**src/rtl/dsn_slave.sv**
```systemverilog
// 1-wire slave that emulates a DS2401-class serial-number chip on an open-drain bus.
// It detects the master reset pulse, answers with presence, takes a command byte, then returns rom_id LSB first.
module dsn_slave #(
  parameter int unsigned RST_MIN    = 19200,
  parameter int unsigned PD_WAIT    = 1200,
  parameter int unsigned PD_LEN     = 4800,
  parameter int unsigned SAMPLE_DLY = 1200,
  parameter int unsigned TX_HOLD    = 2400,
  parameter int unsigned MXCNT      = 16
) (
  input  logic        clock,
  input  logic        global_reset,
  input  logic        enable,
  input  logic [63:0] rom_id,
  input  logic        dsn_in,
  output logic        dsn_drive_low,
  output logic        busy,
  output logic [7:0]  rx_cmd,
  output logic        cmd_valid,
  output logic        cmd_err,
  output logic        rom_done
);

  localparam int unsigned CW = MXCNT;
  localparam logic [CW-1:0] RST_MIN_C    = CW'(RST_MIN);
  localparam logic [CW-1:0] PD_WAIT_M1   = CW'(PD_WAIT - 1);
  localparam logic [CW-1:0] PD_LEN_M1    = CW'(PD_LEN - 1);
  localparam logic [CW-1:0] SAMPLE_C     = CW'(SAMPLE_DLY);
  localparam logic [CW-1:0] TX_HOLD_M1   = CW'(TX_HOLD - 1);
  localparam logic [5:0]    LAST_CMD_BIT = 6'd7;
  localparam logic [5:0]    LAST_ROM_BIT = 6'd63;

  typedef enum logic [2:0] {
    ST_IDLE,
    ST_RST_LOW,
    ST_PD_WAIT,
    ST_PD_DRIVE,
    ST_CMD_RX,
    ST_ROM_TX,
    ST_DONE
  } state_e;

  // Per-slot progress inside CMD_RX / ROM_TX
  typedef enum logic [1:0] {
    PH_IDLE,
    PH_ACTIVE,
    PH_WAIT_HIGH
  } phase_e;

  state_e        state_q, state_d;
  phase_e        phase_q, phase_d;
  logic          sync1_q, sync1_d;
  logic          s_q, s_d;
  logic          s_prev_q, s_prev_d;
  logic [CW-1:0] lo_cnt_q, lo_cnt_d;
  logic [CW-1:0] tmr_q, tmr_d;
  logic [5:0]    bit_cnt_q, bit_cnt_d;
  logic [7:0]    sr_q, sr_d;
  logic          drive_q, drive_d;
  logic          busy_q, busy_d;
  logic [7:0]    rx_cmd_q, rx_cmd_d;
  logic          cmd_valid_q, cmd_valid_d;
  logic          cmd_err_q, cmd_err_d;
  logic          rom_done_q, rom_done_d;

  logic          fall;
  logic          rise;
  logic          rst_hit;
  logic [7:0]    sr_shift;

  function automatic logic [CW-1:0] sat_inc(input logic [CW-1:0] v);
    return (&v) ? v : v + CW'(1);
  endfunction

  // Next-state and output logic
  always_comb begin
    sync1_d     = dsn_in;
    s_d         = sync1_q;
    s_prev_d    = s_q;
    state_d     = state_q;
    phase_d     = phase_q;
    tmr_d       = sat_inc(tmr_q);
    bit_cnt_d   = bit_cnt_q;
    sr_d        = sr_q;
    drive_d     = drive_q;
    rx_cmd_d    = rx_cmd_q;
    cmd_valid_d = 1'b0;
    cmd_err_d   = 1'b0;
    rom_done_d  = 1'b0;

    fall     = s_prev_q & ~s_q;
    rise     = ~s_prev_q & s_q;
    sr_shift = {s_q, sr_q[7:1]};

    // Our own pull-down never counts towards a reset pulse
    lo_cnt_d = (!s_q && !drive_q) ? sat_inc(lo_cnt_q) : '0;

    // Presence generation is protected until the presence pulse is released
    rst_hit = (lo_cnt_q >= RST_MIN_C) &&
              (state_q != ST_RST_LOW) &&
              (state_q != ST_PD_WAIT) &&
              !((state_q == ST_PD_DRIVE) && drive_q);

    if (rst_hit) begin
      state_d = ST_RST_LOW;
      phase_d = PH_IDLE;
      drive_d = 1'b0;
    end else begin
      unique case (state_q)
        ST_RST_LOW: begin
          if (rise) begin
            tmr_d   = '0;
            state_d = ST_PD_WAIT;
          end
        end
        ST_PD_WAIT: begin
          if (tmr_q == PD_WAIT_M1) begin
            drive_d = 1'b1;
            tmr_d   = '0;
            state_d = ST_PD_DRIVE;
          end
        end
        ST_PD_DRIVE: begin
          if (drive_q) begin
            if (tmr_q == PD_LEN_M1) drive_d = 1'b0;
          end else if (s_q) begin
            state_d   = ST_CMD_RX;
            phase_d   = PH_IDLE;
            bit_cnt_d = '0;
          end
        end
        ST_CMD_RX: begin
          unique case (phase_q)
            PH_IDLE: begin
              if (fall) begin
                tmr_d   = '0;
                phase_d = PH_ACTIVE;
              end
            end
            PH_ACTIVE: begin
              if (tmr_q == SAMPLE_C) begin
                sr_d    = sr_shift;
                phase_d = PH_WAIT_HIGH;
                if (bit_cnt_q == LAST_CMD_BIT) begin
                  rx_cmd_d    = sr_shift;
                  cmd_valid_d = 1'b1;
                  bit_cnt_d   = '0;
                  if (sr_shift == 8'h33 || sr_shift == 8'h0F) begin
                    state_d = ST_ROM_TX;
                    phase_d = PH_IDLE;
                  end else begin
                    cmd_err_d = 1'b1;
                    state_d   = ST_DONE;
                    phase_d   = PH_IDLE;
                  end
                end else begin
                  bit_cnt_d = bit_cnt_q + 6'd1;
                end
              end
            end
            default: begin
              if (s_q) phase_d = PH_IDLE;
            end
          endcase
        end
        ST_ROM_TX: begin
          unique case (phase_q)
            PH_IDLE: begin
              if (fall) begin
                tmr_d   = '0;
                drive_d = ~rom_id[bit_cnt_q];
                phase_d = PH_ACTIVE;
              end
            end
            PH_ACTIVE: begin
              if (tmr_q == TX_HOLD_M1) begin
                drive_d = 1'b0;
                phase_d = PH_WAIT_HIGH;
              end
            end
            default: begin
              if (s_q && !drive_q) begin
                phase_d = PH_IDLE;
                if (bit_cnt_q == LAST_ROM_BIT) begin
                  rom_done_d = 1'b1;
                  state_d    = ST_DONE;
                  bit_cnt_d  = '0;
                end else begin
                  bit_cnt_d = bit_cnt_q + 6'd1;
                end
              end
            end
          endcase
        end
        default: ;
      endcase
    end

    // Disabled: behave as reset but keep the last command byte
    if (!enable) begin
      state_d     = ST_IDLE;
      phase_d     = PH_IDLE;
      lo_cnt_d    = '0;
      tmr_d       = '0;
      bit_cnt_d   = '0;
      sr_d        = '0;
      drive_d     = 1'b0;
      cmd_valid_d = 1'b0;
      cmd_err_d   = 1'b0;
      rom_done_d  = 1'b0;
    end

    busy_d = (state_d != ST_IDLE) && (state_d != ST_DONE);
  end

  // Registers; the synchroniser resets to the idle-high bus level
  always_ff @(posedge clock) begin
    if (global_reset) begin
      state_q     <= ST_IDLE;
      phase_q     <= PH_IDLE;
      sync1_q     <= 1'b1;
      s_q         <= 1'b1;
      s_prev_q    <= 1'b1;
      lo_cnt_q    <= '0;
      tmr_q       <= '0;
      bit_cnt_q   <= '0;
      sr_q        <= '0;
      drive_q     <= 1'b0;
      busy_q      <= 1'b0;
      rx_cmd_q    <= '0;
      cmd_valid_q <= 1'b0;
      cmd_err_q   <= 1'b0;
      rom_done_q  <= 1'b0;
    end else begin
      state_q     <= state_d;
      phase_q     <= phase_d;
      sync1_q     <= sync1_d;
      s_q         <= s_d;
      s_prev_q    <= s_prev_d;
      lo_cnt_q    <= lo_cnt_d;
      tmr_q       <= tmr_d;
      bit_cnt_q   <= bit_cnt_d;
      sr_q        <= sr_d;
      drive_q     <= drive_d;
      busy_q      <= busy_d;
      rx_cmd_q    <= rx_cmd_d;
      cmd_valid_q <= cmd_valid_d;
      cmd_err_q   <= cmd_err_d;
      rom_done_q  <= rom_done_d;
    end
  end

  assign dsn_drive_low = drive_q;
  assign busy          = busy_q;
  assign rx_cmd        = rx_cmd_q;
  assign cmd_valid     = cmd_valid_q;
  assign cmd_err       = cmd_err_q;
  assign rom_done      = rom_done_q;

endmodule

```
**config.mk**
```make
export PLATFORM = sky130hd
export DESIGN_NAME = dsn_slave
export DESIGN_NICKNAME = d
export VERILOG_FILES = /design/src/rtl/dsn_slave.sv
export SDC_FILE = /design/constraint.sdc
export NUM_CORES = 1
export LEC_CHECK = 0
export ABC_CLOCK_PERIOD_IN_PS = 2700
export CAP_MARGIN = 10
export CORE_ASPECT_RATIO = 1.4
export CORE_UTILIZATION = 52
export DETAILED_ROUTE_END_ITERATION = 10
export GPL_ROUTABILITY_DRIVEN = 0
export PLACE_DENSITY = 0.81
export SETUP_SLACK_MARGIN = 0.05
export SLEW_MARGIN = 20
export SYNTH_ARGS = -nofsm -noshare
export SYNTH_HDL_FRONTEND = slang
export SYNTH_SLANG_ARGS = --single-unit
```
**constraint.sdc**
```tcl
create_clock -name clock -period 2.7 [get_ports clock]
set_input_delay 0.81 -clock clock [delete_from_list [all_inputs] [get_ports clock]]
set_output_delay 0.81 -clock clock [all_outputs]
set_load 0.03 [all_outputs]
```
==> reports/metrics.yaml <==
clocking:
  postCtsSetupRepairBufs: 0
  htreeDepth: 3
  cts_tree: "done"
  clk_path_buf_depth: 2
  clock_latency_ns: 0.35
  cts_num_sinks: 66
  root_buffer: "clkbuf_8"
  cts_buffers: 9
  ctsResizeCount: 0
  ctsHoldBuffers: 0
  clk_pin_slew_worst_paths_ns: 0.08
worst_setup_path:
  critPathCaptureType: "flip-flop"
  worstSetupStartpoint: "tmr_q[0]"
  startpoint_type: "flip-flop"
  r2r_cells: 8
  cp.arrival_ns: 2.75
  crit_fanout: 7
  crit_type: "flip-flop to flip-flop"
  cp.required_ns: 2.95
  r2r-start: "tmr_q[0]"
  worstSetupEndpoint: "sr_q[3]"
  r2r_setup_slack_ns: 0.20
  regToRegEndpoint: "sr_q[3]"
placement:
  portBuffers: 80
  dp.final_hpwl_um: 7110
  dpl_cell_area_mm2: 0.00482
  dp.cells: 611
  preCtsSetupSlack_ns: -0.0551
timing:
  skew_ns: 0.0126
  setup_ws_ns: 0.201
  hold_viol: 0
  slew_violations: 0
  rsz0062_at_grt: "false"
  tightest_slew_ns: 0.818
  fmax_mhz: 400
  fin_crit_sh_pct: 92.6
  timing.setup.tns_ns: 0
  setup-violations-final: 0
  timing.slew.headroom_pct: 45.1
  finalCriticalPeriod_ns: 2.50
  holdWs_ns: 0.427
yosys:
  ys_ff_latch: 66
  synth_flop_cell: "dfxtp_1"
  syn_nets: 517
  yosysWarnings: 0
  yosysSeqAreaShare_pct: 33.3
  synth_area_mm2: 0.00397
  avgSynthCellArea_um2: 8.93
  synth_cells: 444
  synth_edf_count: 0
  ys_types: 70
  synthArstFlopShare_pct: 0
floorplanning:
  start_util_pct: 53.9
  fp.dieW_um: 75.8
  die_h_um: 105
  placementRows: 37
  fp.coreArea_mm2: 0.00736
  dieArea_mm2: 0.00799
  pin_count: 81
global_route:
  first_global_vias: 3588
  grt_max_degree: 21
  grt_usage_pct: 24.8
  antenna_found_initial: 0
  grt_overflow: 0
  grt_pass1_wl_um: 15300
power:
  seqPwrFrac_pct: 47.7
  p_sw_mw: 0.441
  switching_share_pct: 21.5
  p_comb_share_pct: 7.5
  p_leak_nw: 1.79
  cellPowerDensity_mw_per_mm2: 408
  clkPwrFrac_pct: 44.8
  p_int_mw: 1.61
  total_power_mw: 2.06
  irDropWorstVdd_mv: 0.576
finish:
  drive_gt1_share_pct: 11.9
  utilization_pct: 68.5
  fill_cells: 586
  num_antenna_cells: 0
  instances_no_fill: 627
  final_nets: 598
  area_growth_pct: 27.1
  final_area_mm2: 0.00504
route:
  dr_total_vias: 3620
  drc_errors: 0
  vias_per_cell: 5.77
  drtIter0Drc: 172
  drt-total-wl_um: 9130
  detail-route-antenna-nets: 0
  drt_first_pass_iters: 5
  wire_per_inst_um: 14.6
job:
  cap_violations: 0
min_path:
  hp-class: "flip-flop to flip-flop"
status:
  outcome: "finished, final reports clean"
cell usage after synthesis, types with 4 or more instances:
cell / instances / share of area (%)
xor2_1: 5 / 1.1
a211oi_1: 5 / 0.95
o21ai_0: 11 / 1.4
a21oi_1: 18 / 2.3
nor3b_1: 4 / 0.76
mux2i_1: 22 / 5.6
nor2b_1: 7 / 1.1
inv_1: 13 / 1.2
clkbuf_1: 7 / 0.66
nand4_1: 10 / 1.6
ha_1: 5 / 1.6
nor3_1: 19 / 2.4
a21o_1: 4 / 0.76
buf_2: 7 / 0.88
and3_1: 7 / 1.1
nand3_1: 24 / 3.0
nor4_1: 6 / 0.95
nand2_1: 27 / 2.6
mux4_2: 16 / 9.1
and2_1: 5 / 0.79
nor2_1: 62 / 5.9
and4_1: 6 / 1.3
nand2b_1: 5 / 0.79
xnor2_1: 17 / 3.8
dfxtp_1: 66 / 33
logic make-up (layout without fill, tap and decap cells):
logic type | Yosys count | after routing | share of synthesized area, %
DFF | 66 | 66 | 33.3
AOI/OAI and AO/OA | 70 | 70 | 12.2
and+or+nand+nor | 207 | 207 | 28.0
muxes | 38 | 38 | 14.6
adders and majority gates | 5 | 5 | 1.58
xor gates and xnor gates | 22 | 22 | 4.86
buffers and inverters | 36 | 122 | 5.36
per-layer routing:
layer	share of wire, %	track usage (%)	wire [um]
met5	0	0	0
met1	38	25.4	3500
met3	4.6	5.93	423
met4	2.7	10.7	249
met2	54	45.6	4950
critical path, stage by stage, from the launching register on:
cell	delay [ns]
dfxtp_1	0.36
inv_1	0.07
ha_1	0.13
or3b_4	0.40
nor3_1	0.19
nor3b_1	0.47
o21ai_1	0.43
mux2i_1	0.29
nor2_1	0.07
power groups by stage:
stage               logic (mW)  registers, mW  clock network [mW]
CTS                      0.157          0.979               0.933
global placement         0.153           1.00                   0
global route             0.168          0.979               0.978
finish                   0.155          0.979               0.921
floorplan               0.0489           1.00                   0
detailed placement       0.156           1.00                   0
state kept, by name, indices dropped and copies added (netlist names):
| name | cells |
|---|---|
| bit_cnt_q | 6 |
| busy | 1 |
| cmd_err | 1 |
| cmd_valid | 1 |
| dsn_drive_low | 1 |
| lo_cnt_q | 16 |
| phase_q | 2 |
| rom_done | 1 |
| rx_cmd | 8 |
| s_d | 1 |
| s_prev_d | 1 |
| s_prev_q | 1 |
| sr_q | 7 |
| state_q | 3 |
| tmr_q | 16 |
worst min-delay path by stage:
stage	from	cells after the start	endpoint
floorplan	s_d	1	s_prev_d
global placement	s_d	1	s_prev_d
detailed placement	s_d	1	s_prev_d
CTS	s_d	1	s_prev_d
global route	s_d	1	s_prev_d
finish	s_d	1	s_prev_d
layout make-up:
cell class	instances	area [um2]	area share, %
well taps	97	121	2.41
inverters	13	48.8	0.968
multi-input cells	342	2430	48.3
clock buffers	10	128	2.53
flip-flops and latches	66	1320	26.2
clock inverters	6	90.1	1.79
repair buffers	93	898	17.8
cells in the final DEF (no fill, tap or decap), types with 6 or more instances in the layout:
cell type	instances
a21oi_1	18
and3_1	7
and4_1	6
buf_4	13
clkbuf_8	9
clkdlybuf4s50_1	80
dfxtp_1	66
inv_1	13
mux2i_1	22
mux4_2	16
nand2_1	27
nand3_1	24
nand4_1	10
nor2_1	62
nor2b_1	7
nor3_1	19
nor4_1	6
o21ai_0	11
xnor2_1	17
Power figures use the tool's default switching activity.
